**src/rtl/ex_muldiv.sv**
```systemverilog
// RV32M multiply/divide unit for the EX stage: iterative shift-add multiply and
// restoring divide, one bit per cycle, with single-cycle divide special cases.
module ex_muldiv (
    input  logic        clk,
    input  logic        rst,
    input  logic        start,
    input  logic [2:0]  op,
    input  logic [31:0] rs1_data,
    input  logic [31:0] rs2_data,
    input  logic        flush,
    output logic        stall,
    output logic        done,
    output logic [31:0] result
);

    typedef enum logic [1:0] {IDLE, MUL, DIV, DONE} state_t;

    state_t      state_q, state_d;
    logic [2:0]  op_q;
    logic        sign_a_q, sign_b_q;
    logic [31:0] mag_a_q, mag_b_q;
    logic [63:0] acc_q;
    logic [5:0]  count_q;
    logic [31:0] result_q;

    logic        is_div, signed_a, signed_b, sign_a_in, sign_b_in;
    logic        div_zero, div_ovf, special;
    logic [31:0] mag_a_in, mag_b_in, special_result;
    logic        accept, last;

    logic [32:0] mul_sum, div_shift, div_diff;
    logic [63:0] mul_next, div_next, acc_step, prod_signed;
    logic [31:0] quo, rem, final_result;

    // Operand decode for the instruction presented in IDLE
    always_comb begin
        is_div    = op[2];
        signed_a  = is_div ? ~op[0] : (op != 3'd3);
        signed_b  = is_div ? ~op[0] : ~op[1];
        sign_a_in = signed_a & rs1_data[31];
        sign_b_in = signed_b & rs2_data[31];
        mag_a_in  = sign_a_in ? -rs1_data : rs1_data;
        mag_b_in  = sign_b_in ? -rs2_data : rs2_data;
        div_zero  = is_div && (rs2_data == '0);
        div_ovf   = is_div && !op[0] && (rs1_data == 32'h8000_0000) && (rs2_data == '1);
        special   = div_zero | div_ovf;
        if (div_zero)
            special_result = op[1] ? rs1_data : '1;
        else
            special_result = op[1] ? '0 : 32'h8000_0000;
    end

    // acc holds {partial product, multiplier} for MUL and {remainder, quotient} for DIV
    always_comb begin
        mul_sum   = {1'b0, acc_q[63:32]} + (acc_q[0] ? {1'b0, mag_b_q} : 33'd0);
        mul_next  = {mul_sum, acc_q[31:1]};
        div_shift = {acc_q[63:32], acc_q[31]};
        div_diff  = div_shift - {1'b0, mag_b_q};
        if (div_diff[32])
            div_next = {div_shift[31:0], acc_q[30:0], 1'b0};
        else
            div_next = {div_diff[31:0], acc_q[30:0], 1'b1};
        acc_step = (state_q == DIV) ? div_next : mul_next;
    end

    // Final sign correction is applied to the value produced by the last iteration
    always_comb begin
        prod_signed = (sign_a_q ^ sign_b_q) ? -acc_step : acc_step;
        quo         = (sign_a_q ^ sign_b_q) ? -acc_step[31:0] : acc_step[31:0];
        rem         = sign_a_q ? -acc_step[63:32] : acc_step[63:32];
        case (op_q)
            3'd0:                final_result = prod_signed[31:0];
            3'd1, 3'd2, 3'd3:    final_result = prod_signed[63:32];
            3'd4, 3'd5:          final_result = quo;
            default:             final_result = rem;
        endcase
    end

    always_comb begin
        state_d = state_q;
        accept  = 1'b0;
        last    = 1'b0;
        if (flush) begin
            state_d = IDLE;
        end else begin
            case (state_q)
                IDLE: begin
                    if (start) begin
                        accept  = 1'b1;
                        state_d = special ? DONE : (is_div ? DIV : MUL);
                    end
                end
                MUL, DIV: begin
                    if (count_q == 6'd31) begin
                        last    = 1'b1;
                        state_d = DONE;
                    end
                end
                default: state_d = IDLE;
            endcase
        end
        stall  = ((state_q == IDLE) && start && !flush) || (state_q == MUL) || (state_q == DIV);
        done   = (state_q == DONE);
        result = result_q;
    end

    always_ff @(posedge clk or posedge rst) begin
        if (rst) begin
            state_q  <= IDLE;
            op_q     <= '0;
            sign_a_q <= 1'b0;
            sign_b_q <= 1'b0;
            mag_a_q  <= '0;
            mag_b_q  <= '0;
            acc_q    <= '0;
            count_q  <= '0;
            result_q <= '0;
        end else begin
            state_q <= state_d;
            if (accept) begin
                op_q     <= op;
                sign_a_q <= sign_a_in;
                sign_b_q <= sign_b_in;
                mag_a_q  <= mag_a_in;
                mag_b_q  <= mag_b_in;
                acc_q    <= {32'd0, mag_a_in};
                count_q  <= '0;
                if (special)
                    result_q <= special_result;
            end else if (!flush && (state_q == MUL || state_q == DIV)) begin
                acc_q   <= acc_step;
                count_q <= count_q + 6'd1;
                if (last)
                    result_q <= final_result;
            end
        end
    end

endmodule

```
**config.mk**
```make
export PLATFORM = sky130hd
export DESIGN_NAME = ex_muldiv
export DESIGN_NICKNAME = d
export VERILOG_FILES = /design/src/rtl/ex_muldiv.sv
export SDC_FILE = /design/constraint.sdc
export NUM_CORES = 1
export LEC_CHECK = 0
export CAP_MARGIN = 20
export CORE_MARGIN = 2
export CORE_UTILIZATION = 35
export CTS_CLUSTER_DIAMETER = 40
export DETAILED_ROUTE_END_ITERATION = 10
export GPL_ROUTABILITY_DRIVEN = 1
export MAX_ROUTING_LAYER = met4
export PLACE_DENSITY_LB_ADDON = 0.12
export SETUP_SLACK_MARGIN = 0.5
export SLEW_MARGIN = 5
export SYNTH_ARGS = -nofsm -noshare
export SYNTH_HDL_FRONTEND = slang
export SYNTH_SLANG_ARGS = --single-unit
```
**constraint.sdc**
```tcl
create_clock -name clk -period 7.65 [get_ports clk]
set_input_delay 1.53 -clock clk [delete_from_list [all_inputs] [get_ports clk]]
set_output_delay 1.53 -clock clk [all_outputs]
set_load 0.02 [all_outputs]
```
==> impl_summary.txt <==
----------------------------------------------------
[Routing]
  DRC viols ... 0
  Routed Wire Length ... 66,500 um
  Vias per cell ... slightly above 6
  Drt pass-1 iters ... 8
  Number of DRC violations after detailed-routing iteration 0 ... about 1,700
  Final antenna-violating net count ... 0
  Via count ... 16,900
  Final routed wire length divided by cell count ... 24.1 um

[Final layout]
  Total of fill cells in the finished design ... 4,712
  P&R area growth vs syn ... 14.1%
  Final instance area ... about 18,000 um2
  Most used cells in the layout excluding fill and tap cells ... 268 x nand2_1, 198 x o21ai_0, 177 x a21oi_1, 175 x nor2_1, 141 x dfrtp_1
  Net total in the final layout ... about 2,300
  Layout cells sized above 1 ... 6.05%
  Most common cell after layout, fill and taps aside ... nand2_1
  Finished Layout Cells ... ~2,800

[Worst setup path]
  Crit path cell chain ... ha_1 -> a21oi_1 -> o21ai_0 -> a211o_1 -> a221o_1 -> nor3_2 -> buf_4 -> nor2_4 -> a21oi_1 -> ha_1 -> o211ai_1 -> or3_1 -> nor2_1 -> nand2_1 -> nor2_1 -> nand3_1 -> nand2_1 -> o21ai_0 -> nand2_1 -> o21ai_0 -> o21ai_0 -> a31oi_1
  Top cell family by delay on the critical path ... compound AO/OA/AOI/OAI gates
  Maximum cell stage delay along the critical path ... roughly 0.5 ns
  Type of element capturing the critical path ... flip-flop
  Most prevalent standard cell on the critical path ... o21ai_0
  WP depth ... 22
  Start-to-end type of the worst setup path ... flip-flop to flip-flop
  Type of origin of the critical path ... flip-flop
  Maximum fanout along the worst path ... 20
  Number of buffers and inverters on the critical path ... 1
  Slowest stage cell, crit path ... o21ai_0
  Data arrival time of the critical path ... 6.91 ns
  Worst reg-to-reg path cell count ... 22
  Required time of the critical path ... between 7 and 8 ns

[Timing]
  Slew of the pin with the lowest slew margin ... about 1.1 ns
  Clock Skew ... between 0.01 and 0.015 ns
  Slew Limit Headroom ... 28.9%
  Period Utilization, post-route ... around 86%
  Endpoints failing hold ... 0
  Setup violation total in the final timing report ... 0
  Fin. max-slew vios ... 0
  Fmax ... approximately 150 MHz
  Sum of negative setup slack ... 0 ns
  Worst path setup slack after routing ... 1.06 ns
  Minimum clock period ... around 6.6 ns
  RSZ-0062 raised after global routing ... false

[CTS]
  Clock tree from TritonCTS ... done
  Root buffer cell ... clkbuf_16
  Clock latency reported for the late side of the worst-skew pair ... 0.47 ns
  CTS sink count ... around 140
  Clock-pin slew reported for the worst setup and hold paths after clock tree synthesis ... approximately 0.070 ns
  Post-CTS repair timing setup buffer count ... 0
  Clock buffers created by TritonCTS ... 17
  CTS H-Tree Depth ... 4
  Maximum clock insertion buffer count ... 2

[Yosys]
  Combined area of all synthesized cells ... 15,600 um2
  Avg Cell Area, Syn ... between 7 and 8 um2
  Distinct cells, synth ... about 110
  Number of cells produced by synthesis ... approximately 2,100
  Number of enable flip-flop cells after synthesis ... 0
  Sequential-to-total area share from yosys stat ... approximately 23%
  Share of the synthesized area in the top cell type ... around 23%
  Warning count from the yosys run ... 0
  Cell taking the most area after synthesis ... dfrtp_1
  Post-synth ARST share ... 100%
  Synthesis-stage register bit count ... roughly 140
  Most frequently used flop master after synthesis ... dfrtp_1
  Main area contributors after synthesis ... dfrtp_1 23%, nand2_1 6.4%, o21ai_0 6.3%
  Synthesized netlist net count ... about 2,300

[Floorplan]
  Cell Rows ... 77
  Area of the core region ... around 44,000 um2
  Die Area ... roughly 46,000 um2
  Height of the die ... around 220 um
  Die Wd ... around 220 um
  Initial Utilization ... approximately 35%
  Number of I/O pins ... ~110

[Placed design]
  Instance area at placement ... between 15,000 and 20,000 um2
  DP Worst Slack ... approximately 0.96 ns
  Placer congestion estimate ... about 0.96
  Total placed cells including tap cells ... 2,725
  Number of I/O port buffers ... 104
  Post-DP HPWL ... 51,100 um

[Power and ir drop]
  Leakage ... around 7 nW
  Peak supply drop ... about 0.24 mV
  PwrDens ... 558 nW/um2

[GRT]
  Pin count of the biggest net entering global routing ... 99
  Wire length of the first global-routing pass ... 101,000 um
  Number of global-route vias before repair ... roughly 16,000
  Aggregate global-route resource usage ... 29.1%
  Total congestion overflow ... 0
  Antenna violations before repair ... 1

[Worst hold path]
  Class of the tightest hold or removal check ... flip-flop to flip-flop
  Min-Delay Path Depth ... 2

[Outcome]
  Status ... finished, final reports clean

[Run]
  Number of maximum-capacitance constraint violations ... 0

----------------------------------------------------
==> final cells by class <==
| class | count | area (um2) | share of cell area [%] |
|---|---|---|---|
| sequential | 141 | 3530 | 19.8 |
| multi-input combinational | 1787 | 11400 | 64.1 |
| clock buffer | 18 | 439 | 2.46 |
| timing repair buffer | 138 | 1310 | 7.32 |
| clock inverter | 14 | 135 | 0.757 |
| tap | 592 | 741 | 4.15 |
| antenna | 2 | 5.00 | 0.0280 |
| inverter | 68 | 260 | 1.46 |
==> synth_stat cells, drive strengths merged, types with 9 or more instances <==
library cell,instances
a211oi,33
a21boi,13
a21o,29
a21oi,181
a221oi,10
a31oi,44
and2,49
and3,14
buf,23
clkbuf,96
dfrtp,141
ha,74
inv,66
mux2i,37
nand2,269
nand2b,19
nand3,40
nand3b,10
nand4,32
nor2,177
nor2b,14
nor3,67
nor4,11
o211ai,70
o21a,11
o21ai,210
o21bai,10
o22ai,11
o31ai,17
o41ai,13
or2,9
or3,29
xnor2,86
xor2,84
==> flip-flops by register name, indices dropped and copies added (netlist names) <==
name and flops:
state_q 2, count_q 6, op_q 3, acc_q 64
sign_a_q 1, sign_b_q 1, result 32, mag_b_q 32
==> worst register-to-register path, cell delays in order, from the launching register on <==
cell and delay (ns):
dfrtp_1 0.43, ha_1 0.38, a21oi_1 0.32, o21ai_0 0.36, a211o_1 0.44, a221o_1 0.46
nor3_2 0.18, buf_4 0.30, nor2_4 0.14, a21oi_1 0.33, ha_1 0.26, o211ai_1 0.13
or3_1 0.46, nor2_1 0.17, nand2_1 0.08, nor2_1 0.25, nand3_1 0.36, nand2_1 0.37
o21ai_0 0.15, nand2_1 0.09, o21ai_0 0.08, o21ai_0 0.51, a31oi_1 0.18
==> kinds of logic (layout without fill, tap and decap cells) <==
family,Yosys count,after routing,synth area share (%)
muxes,45,45,2.94
DFF,141,141,22.6
and+or+nand+nor,768,768,23.9
xor gates and xnor gates,170,170,9.52
buffers and inverters,187,238,4.70
adders and majority gates,76,76,6.18
AOI/OAI and AO/OA,728,728,30.2
other,0,2,0
==> per-stage QoR <==
stage | hold WS (ns) | util, % | total power, W
2_1_floorplan | 0.446 | - | 0.00652
3_3_place_gp | 0.481 | 39.1 | 0.00889
3_5_place_dp | 0.484 | 39.1 | 0.00890
4_1_cts | 0.503 | 40.4 | 0.00981
5_1_grt | 0.523 | 40.4 | 0.0106
6_report | 0.496 | 40.5 | 0.00996
==> worst paths after layout <==
check                      slack, ns    endpoint  startpoint
setup / recovery                1.06   result[6]   acc_q[50]
hold / removal                  0.50  mag_b_q[3]  mag_b_q[3]
setup reg to reg                1.06   result[6]   acc_q[50]
hold reg to reg                 0.50  mag_b_q[3]  mag_b_q[3]
max in group asynchronous       5.05   result[9]         rst
min in group asynchronous       1.51  mag_b_q[7]         rst
==> layer usage <==
metal	global-route usage (%)	vias to the layer above	routed length (um)
met4	7.68	0	1350
met1	42.3	8265	32100
met2	42.5	688	28400
li1	-	7833	-
met3	3.65	78	4630
met5	-	-	0
==> power breakdown <==
group	switching [W]	leakage [nW]	total, W	internal (W)
clock network	0.000405	0.269	0.000867	0.000461
registers	0.000410	1.81	0.00142	0.00101
logic	0.00501	4.91	0.00767	0.00266
total	0.00583	6.99	0.00996	0.00414
==> timing repair <==
item / in CTS / in global routing
hold buffers: 0 / 0
resized for setup: 0 / 1
setup endpoints to repair: 0 / 2
No activity file was read; power rests on OpenSTA's default activity.
